<file path="src/rtl/cv32e41s_irq_sequencer.sv">
// cv32e41s_irq_sequencer: captures level/edge interrupts, picks one by core priority, req/ack handshake with post-ack gap; CV32E41S_IRQ_SEQ_STATS_EN adds ack/withdraw counters
module cv32e41s_irq_sequencer #(
  parameter logic [31:0] EDGE_MASK  = 32'h0000_0000,
  parameter logic [31:0] IRQ_MASK   = 32'hFFFF_0888,
  parameter int unsigned GAP_CYCLES = 2
) (
  input  logic        clk,
  input  logic        rst,
  input  logic [31:0] irq_i,
  input  logic [31:0] mie_i,
  input  logic        global_en_i,
  output logic        irq_req_o,
  output logic [4:0]  irq_id_o,
  input  logic        irq_ack_i,
  output logic [31:0] pending_o,
  output logic        busy_o
`ifdef CV32E41S_IRQ_SEQ_STATS_EN
  ,
  output logic [15:0] ack_cnt_o,
  output logic [15:0] wdraw_cnt_o
`endif
);
  localparam logic [1:0] IDLE = 2'd0;
  localparam logic [1:0] REQ  = 2'd1;
  localparam logic [1:0] GAP  = 2'd2;
  localparam logic [3:0] GAP_LOAD = (GAP_CYCLES == 0) ? 4'd0 : 4'(GAP_CYCLES - 1);
  logic [31:0] irq_q, irq_d, prev_q, prev_d, edge_pend_q, edge_pend_d, pending, qual;
  logic [1:0]  state_q, state_d;
  logic [4:0]  id_q, id_d, sel_id;
  logic [3:0]  cnt_q, cnt_d;
  logic        ack_take, wdraw;
  // input sampling, edge latching and qualification
  always_comb begin
    irq_d       = irq_i & IRQ_MASK;
    prev_d      = irq_q;
    pending     = (irq_q & ~EDGE_MASK) | edge_pend_q;
    qual        = pending & mie_i;
    ack_take    = (state_q == REQ) && irq_ack_i;
    wdraw       = (state_q == REQ) && !irq_ack_i && (!qual[id_q] || !global_en_i);
    edge_pend_d = (edge_pend_q & ~(ack_take ? (32'd1 << id_q) : 32'd0)) | (irq_q & ~prev_q & EDGE_MASK);
  end
  // fixed priority: later assignments win, so lowest priority goes first
  always_comb begin
    sel_id = qual[5] ? 5'd5 : 5'd0;
    sel_id = qual[1] ? 5'd1 : sel_id;
    sel_id = qual[9] ? 5'd9 : sel_id;
    sel_id = qual[7] ? 5'd7 : sel_id;
    sel_id = qual[3] ? 5'd3 : sel_id;
    sel_id = qual[11] ? 5'd11 : sel_id;
    for (int i = 16; i < 32; i++) sel_id = qual[i] ? 5'(i) : sel_id;
  end
  // request sequencing; ack beats withdraw, no preemption while requesting
  always_comb begin
    state_d = state_q;
    id_d    = id_q;
    cnt_d   = cnt_q;
    case (state_q)
      IDLE: begin
        state_d = ((|qual) && global_en_i) ? REQ : IDLE;
        id_d    = ((|qual) && global_en_i) ? sel_id : id_q;
      end
      REQ: begin
        state_d = ack_take ? ((GAP_CYCLES == 0) ? IDLE : GAP) : (wdraw ? IDLE : REQ);
        cnt_d   = ack_take ? GAP_LOAD : cnt_q;
      end
      GAP: begin
        state_d = (cnt_q == 4'd0) ? IDLE : GAP;
        cnt_d   = (cnt_q == 4'd0) ? 4'd0 : cnt_q - 4'd1;
      end
      default: state_d = IDLE;
    endcase
  end
  // state registers
  always_ff @(posedge clk) begin
    if (rst) begin
      irq_q       <= '0;
      prev_q      <= '0;
      edge_pend_q <= '0;
      state_q     <= IDLE;
      id_q        <= '0;
      cnt_q       <= '0;
    end else begin
      irq_q       <= irq_d;
      prev_q      <= prev_d;
      edge_pend_q <= edge_pend_d;
      state_q     <= state_d;
      id_q        <= id_d;
      cnt_q       <= cnt_d;
    end
  end
  assign irq_req_o = state_q == REQ;
  assign irq_id_o  = id_q;
  assign pending_o = pending;
  assign busy_o    = (state_q == REQ) || (state_q == GAP);
`ifdef CV32E41S_IRQ_SEQ_STATS_EN
  logic [15:0] ack_cnt_q, ack_cnt_d, wdraw_cnt_q, wdraw_cnt_d;
  // saturating event counters
  always_comb begin
    ack_cnt_d   = (ack_take && ack_cnt_q != 16'hFFFF) ? ack_cnt_q + 16'd1 : ack_cnt_q;
    wdraw_cnt_d = (wdraw && wdraw_cnt_q != 16'hFFFF) ? wdraw_cnt_q + 16'd1 : wdraw_cnt_q;
  end
  // counter registers
  always_ff @(posedge clk) begin
    if (rst) begin
      ack_cnt_q   <= '0;
      wdraw_cnt_q <= '0;
    end else begin
      ack_cnt_q   <= ack_cnt_d;
      wdraw_cnt_q <= wdraw_cnt_d;
    end
  end
  assign ack_cnt_o   = ack_cnt_q;
  assign wdraw_cnt_o = wdraw_cnt_q;
`endif
endmodule

</file>
<file path="config.mk">
export PLATFORM = sky130hd
export DESIGN_NAME = cv32e41s_irq_sequencer
export DESIGN_NICKNAME = d
export VERILOG_FILES = /design/src/rtl/cv32e41s_irq_sequencer.sv
export SDC_FILE = /design/constraint.sdc
export NUM_CORES = 1
export LEC_CHECK = 0
export ABC_AREA = 1
export CORE_MARGIN = 1
export CORE_UTILIZATION = 40
export DETAILED_ROUTE_END_ITERATION = 7
export DONT_BUFFER_PORTS = 1
export GPL_TIMING_DRIVEN = 0
export HOLD_SLACK_MARGIN = 0.05
export SKIP_LAST_GASP = 1
export SLEW_MARGIN = 20
export SYNTH_ARGS = -nofsm -noshare
export SYNTH_HDL_FRONTEND = slang
export SYNTH_SLANG_ARGS = --single-unit
</file>
<file path="constraint.sdc">
create_clock -name clk -period 3.3 [get_ports clk]
set_input_delay 0.99 -clock clk [delete_from_list [all_inputs] [get_ports clk]]
set_output_delay 0.99 -clock clk [all_outputs]
set_load 0.02 [all_outputs]
</file>
# After elaboration in Yosys (flattened, before gate mapping)
# Cells that the tools add are included.
# totals
ff_bits	75
latch_bits	0
ramBits	0
rom_bits	0
in_bits	68
word_cells	64
memories	0
# op_classes
add_sub_neg	1
mul	0
div	0
n_lt_le_gt_ge	1
eq_ne	3
n_shift	1
mux	33
bitwise	4
n_reduce_logical	15
# ops
op	n
$mux W5	16
$and A32 B32 Y32	2
$mux W32	1
$not A32 Y32	1
$or A32 B32 Y32	1
$reduce_or A32 Y1	1
$shl A1 B5 Y32 const A	1
$mux W4	6
$pmux W4 S2	1
$lt A5 B6 Y1 const B	1
$mux W3	2
$pmux W2 S3	1
$bmux W1 S5	1
$logic_and A1 B1 Y1	4
$logic_not A4 Y1	1
$mux W2	2
$reduce_and A2 Y1	2
$sub A4 B1 Y4 const B	1
$logic_not A1 Y1	3
$mux W1	3
$eq A2 B1 Y1 const B	1
$eq A2 B2 Y1 const B	1
$logic_not A2 Y1	1
$logic_or A1 B1 Y1	2
other kinds (2)	2

# Logic depth before layout (Yosys ltp)
# depth
depth_word	24
mapped_depth	20

# Worst setup path after synthesis
# OpenSTA, ideal clock, no wires.
# synth_path
kind	input to register
start	input port mie_i[7]
end	register id_q[0], in the netlist irq_id_o[0]
setup_ps	70
t_arrival_ps	2048
required_ps	3230
path_slack_ps	1182
path_stages	20
path_buffers	0
cell_sequence	inv_1 -> nor2_1 -> nor2_2 -> nand3_1 -> nand2_1 -> nand2_1 -> nand2_1 -> nand2_1 -> nand2_1 -> nand2_1 -> nand2_1 -> nand2_1 -> nand2_1 -> nand2_1 -> nand2_1 -> nand2_1 -> nand2_1 -> nand2_1 -> nand2_1 -> a21oi_1
# synth_via
elab_chain_len	20
# synth_lines
element	line_no	text
start, declared	10	input logic [31:0] mie_i,
$and A32 B32 Y32 (*)	37	qual = pending & mie_i;
$mux W4	47	sel_id = qual[7] ? 5'd7 : sel_id;
$mux W4	48	sel_id = qual[3] ? 5'd3 : sel_id;
$mux W4	49	sel_id = qual[11] ? 5'd11 : sel_id;
$mux W5 (16 in series)	50	for (int i = 16; i < 32; i++) sel_id = qual[i] ? 5'(i) : sel_id;
end signal, assigned	87	id_q <= id_d;
end, declared	29	logic [4:0] id_q, id_d, sel_id;
# Mark *: on every way between the ends. The rest lies on a longest branch, timed or not.
# A chain may end at the register's enable or synchronous reset.

# Worst setup path in the final report
# layout_path
start	input port mie_i[5]
end	register id_q[2], in the netlist irq_id_o[2]
# layout_via
elab_chain_len	23
# layout_lines
element	line_no	text
$and A32 B32 Y32 (*)	37	
$mux W3	44	sel_id = qual[5] ? 5'd5 : 5'd0;
$mux W3	45	sel_id = qual[1] ? 5'd1 : sel_id;
$mux W4	46	sel_id = qual[9] ? 5'd9 : sel_id;
$mux W4	47	
$mux W4	48	
$mux W4	49	
$mux W5 (16 in series)	50	
# Marked as above.

==> impl_metrics.env <==
export IMPL_netlist_area_um2=3170
export IMPL_place_hpwl_um=6680
export IMPL_area_delta_synth_final_pct=11.1
export IMPL_yosysWarnings=0
export IMPL_htree_levels=3
export IMPL_drt_first_pass_iters=4
export IMPL_period_needed_ps=2270
export IMPL_synthFlopType="dfxtp_1"
export IMPL_grtUsageTotal=0.216
export IMPL_cp_max_fo=7
export IMPL_drc=0
export IMPL_grt_antenna_before_repair=0
export IMPL_place_congestion=0.852
export IMPL_outcome="finished clean"
export IMPL_fin_ws_ps=1030
export IMPL_cp_end_kind="register"
export IMPL_synth_area_leaders="dfxtp_1, nand2_1, nor2_1, o21ai_0, inv_1"
export IMPL_start_util=0.413
export IMPL_synth_cells=429
export IMPL_setup_violations=0
export IMPL_ant_nets=0
export IMPL_synth_edf_count=0
export IMPL_post_drt_wl_per_cell_um=15.9
export IMPL_worst_clock_skew_ps=9.46
export IMPL_critPathKind="input port to register"
export IMPL_grt_max_degree=12
export IMPL_leakage_nw=1.62
export IMPL_synth_seq_area_share=0.391
export IMPL_slew_violations=0
export IMPL_die_area_um2=8300
export IMPL_async_reset_ff_frac=0
export IMPL_start_kind="input port"
export IMPL_core_um2=7690
export IMPL_clk_path_buf_depth=2
export IMPL_cts_buffers=9
export IMPL_worstPathRequired_ps=3520
export IMPL_clk_latency_ps=340
export IMPL_final_nets=514
export IMPL_min_path_type="register to register"
export IMPL_grt_pass1_wl_um=13600
export IMPL_synth_seq_cells=62
export IMPL_yosys_area_top_type="dfxtp_1"
export IMPL_fp_dieH_um=91.1
export IMPL_holdBufCountCts=0
export IMPL_grt_pass1_vias=2669
export IMPL_place_ws_ps=716
export IMPL_drive_gt1_frac=0.184
export IMPL_cts_tree="yes"
export IMPL_fp_row_count=32
export IMPL_postCtsSetupBuffers=0
export IMPL_drt_total_wl_um=8710
export IMPL_rsz0062_at_grt="no"
export IMPL_critPathArrivalTime_ps=2490
export IMPL_finalSetupTns_ps=0
export IMPL_cts_resized=0
export IMPL_vias=2761
export IMPL_ir_drop_mv=0.213
export IMPL_power_density_nw_per_um2=523
export IMPL_die_x_um=91.1
export IMPL_maxCapViolations=0
export IMPL_fin_hold_ws_ps=445
export IMPL_clock_sinks=62
export IMPL_period_share=0.687
export IMPL_viasPerCell=5.05
export IMPL_antenna_cells=0
export IMPL_synth_nets=503
export IMPL_max_freq_ghz=0.441
export IMPL_io_pins=107
export IMPL_hold_viol_final=0
export IMPL_worst_pin_slew_ps=697
export IMPL_yosysTopAreaCellShare=0.391
export IMPL_syn_area_per_cell_um2=7.40
export IMPL_path_clk_slew_ps=70
export IMPL_drtIter0Drc=152
export IMPL_grt_overflow=0
export IMPL_synth_cell_types=38
export IMPL_io_buffers=0
export IMPL_slew_headroom=0.535
export IMPL_cts_root_buf="clkbuf_8"
[power breakdown]
part	switching (mW)	internal (mW)	leakage [nW]
registers	0.0279	0.772	0.506
logic	0.200	0.0933	1.01
clock network	0.303	0.446	0.102
total	0.531	1.31	1.62
[per-stage QoR]
step / cell area [µm²] / cells / util / power, mW
detailed placement: 3300 / 531 / 0.430 / 1.11
global placement: 3300 / 531 / 0.430 / 1.11
floorplan: 3170 / 429 / - / 1.04
CTS: 3530 / 547 / 0.459 / 1.85
global route: 3530 / 547 / 0.459 / 1.92
finish: 3530 / 547 / 0.459 / 1.84
[layout make-up]
class,instances,area [µm²]
Fill cell,819,4160
Multi-Input combinational cell,294,1600
Sequential cell,62,1240
Inverter,46,173
Buffer,27,164
Clock buffer,11,141
Tap cell,102,128
Clock inverter,5,82.6
[worst paths after layout]
| check | startpoint | endpoint | slack [ps] | cells past startpoint |
|---|---|---|---|---|
| setup / recovery | mie_i[5] | irq_id_o[2] | 1030 | 8 |
| hold / removal | edge_pend_q[23] | edge_pend_q[23] | 440 | 2 |
| setup reg to reg | irq_id_o[3] | state_q[0] | 1270 | 8 |
| hold reg to reg | edge_pend_q[23] | edge_pend_q[23] | 440 | 2 |
[layer usage]
layer,wire (µm),part of all wire,global-route usage,vias up
li1,-,-,-,1384
met4,100,0.011,0.0582,0
met3,458,0.053,0.0553,10
met5,0,0,0,-
met2,4060,0.47,0.352,92
met1,4090,0.47,0.283,1275
[synth_stat cells, types with 2 or more instances]
master,instances
a31oi_1,4
nand2_4,14
nand4_1,8
o21ai_1,3
ha_1,6
o2111ai_1,2
nor2_1,67
dfxtp_1,62
nand2_1,70
o21ai_0,35
or2_1,5
buf_2,3
clkbuf_1,10
nand2_2,11
a21oi_1,11
nand3_1,23
buf_4,13
nor2_4,2
clkinv_1,2
nor2_2,6
or2_4,12
xor2_1,2
inv_1,43
[critical path, stage by stage]
cell and delay [ps]:
nand2_1 130, nand3_1 90, nor4_1 490, nand4_1 230
nand3_2 250, inv_2 100, o21ai_1 140, a31oi_1 50
[registers in the layout (all words and copies together), names as in the netlist]
signal / flops
edge_pend_q: 32
irq_id_o: 5
irq_q: 19
cnt_q: 4
state_q: 2
[kinds of logic after synthesis]
logic type	after synthesis	synth area share
simple gates	222	0.356
fa+ha+maj	6	0.0236
flops	62	0.391
buf+inv	73	0.106
compound gates	64	0.118
xor+xnor	2	0.00552
[cells in the final DEF, fill, tap and decap left out, types with 2 or more instances in the layout]
master      instances
xor2_1              2
nand4_1             8
inv_1              43
bufinv_16           2
nor2_4              2
buf_2               3
clkinvlp_4          3
or2_4              12
o21ai_0            35
o21ai_1             3
nand2_4            14
dfxtp_1            62
nor2_1             67
clkinv_1            2
nand3_1            23
a21oi_1            11
ha_1                6
a31oi_1             4
nor2_2              6
or2_1               5
nand2_2            11
nand2_1            70
buf_4              13
clkbuf_8           11
o2111ai_1           2
clkbuf_1           11
(Power assumes the default switching activity.)
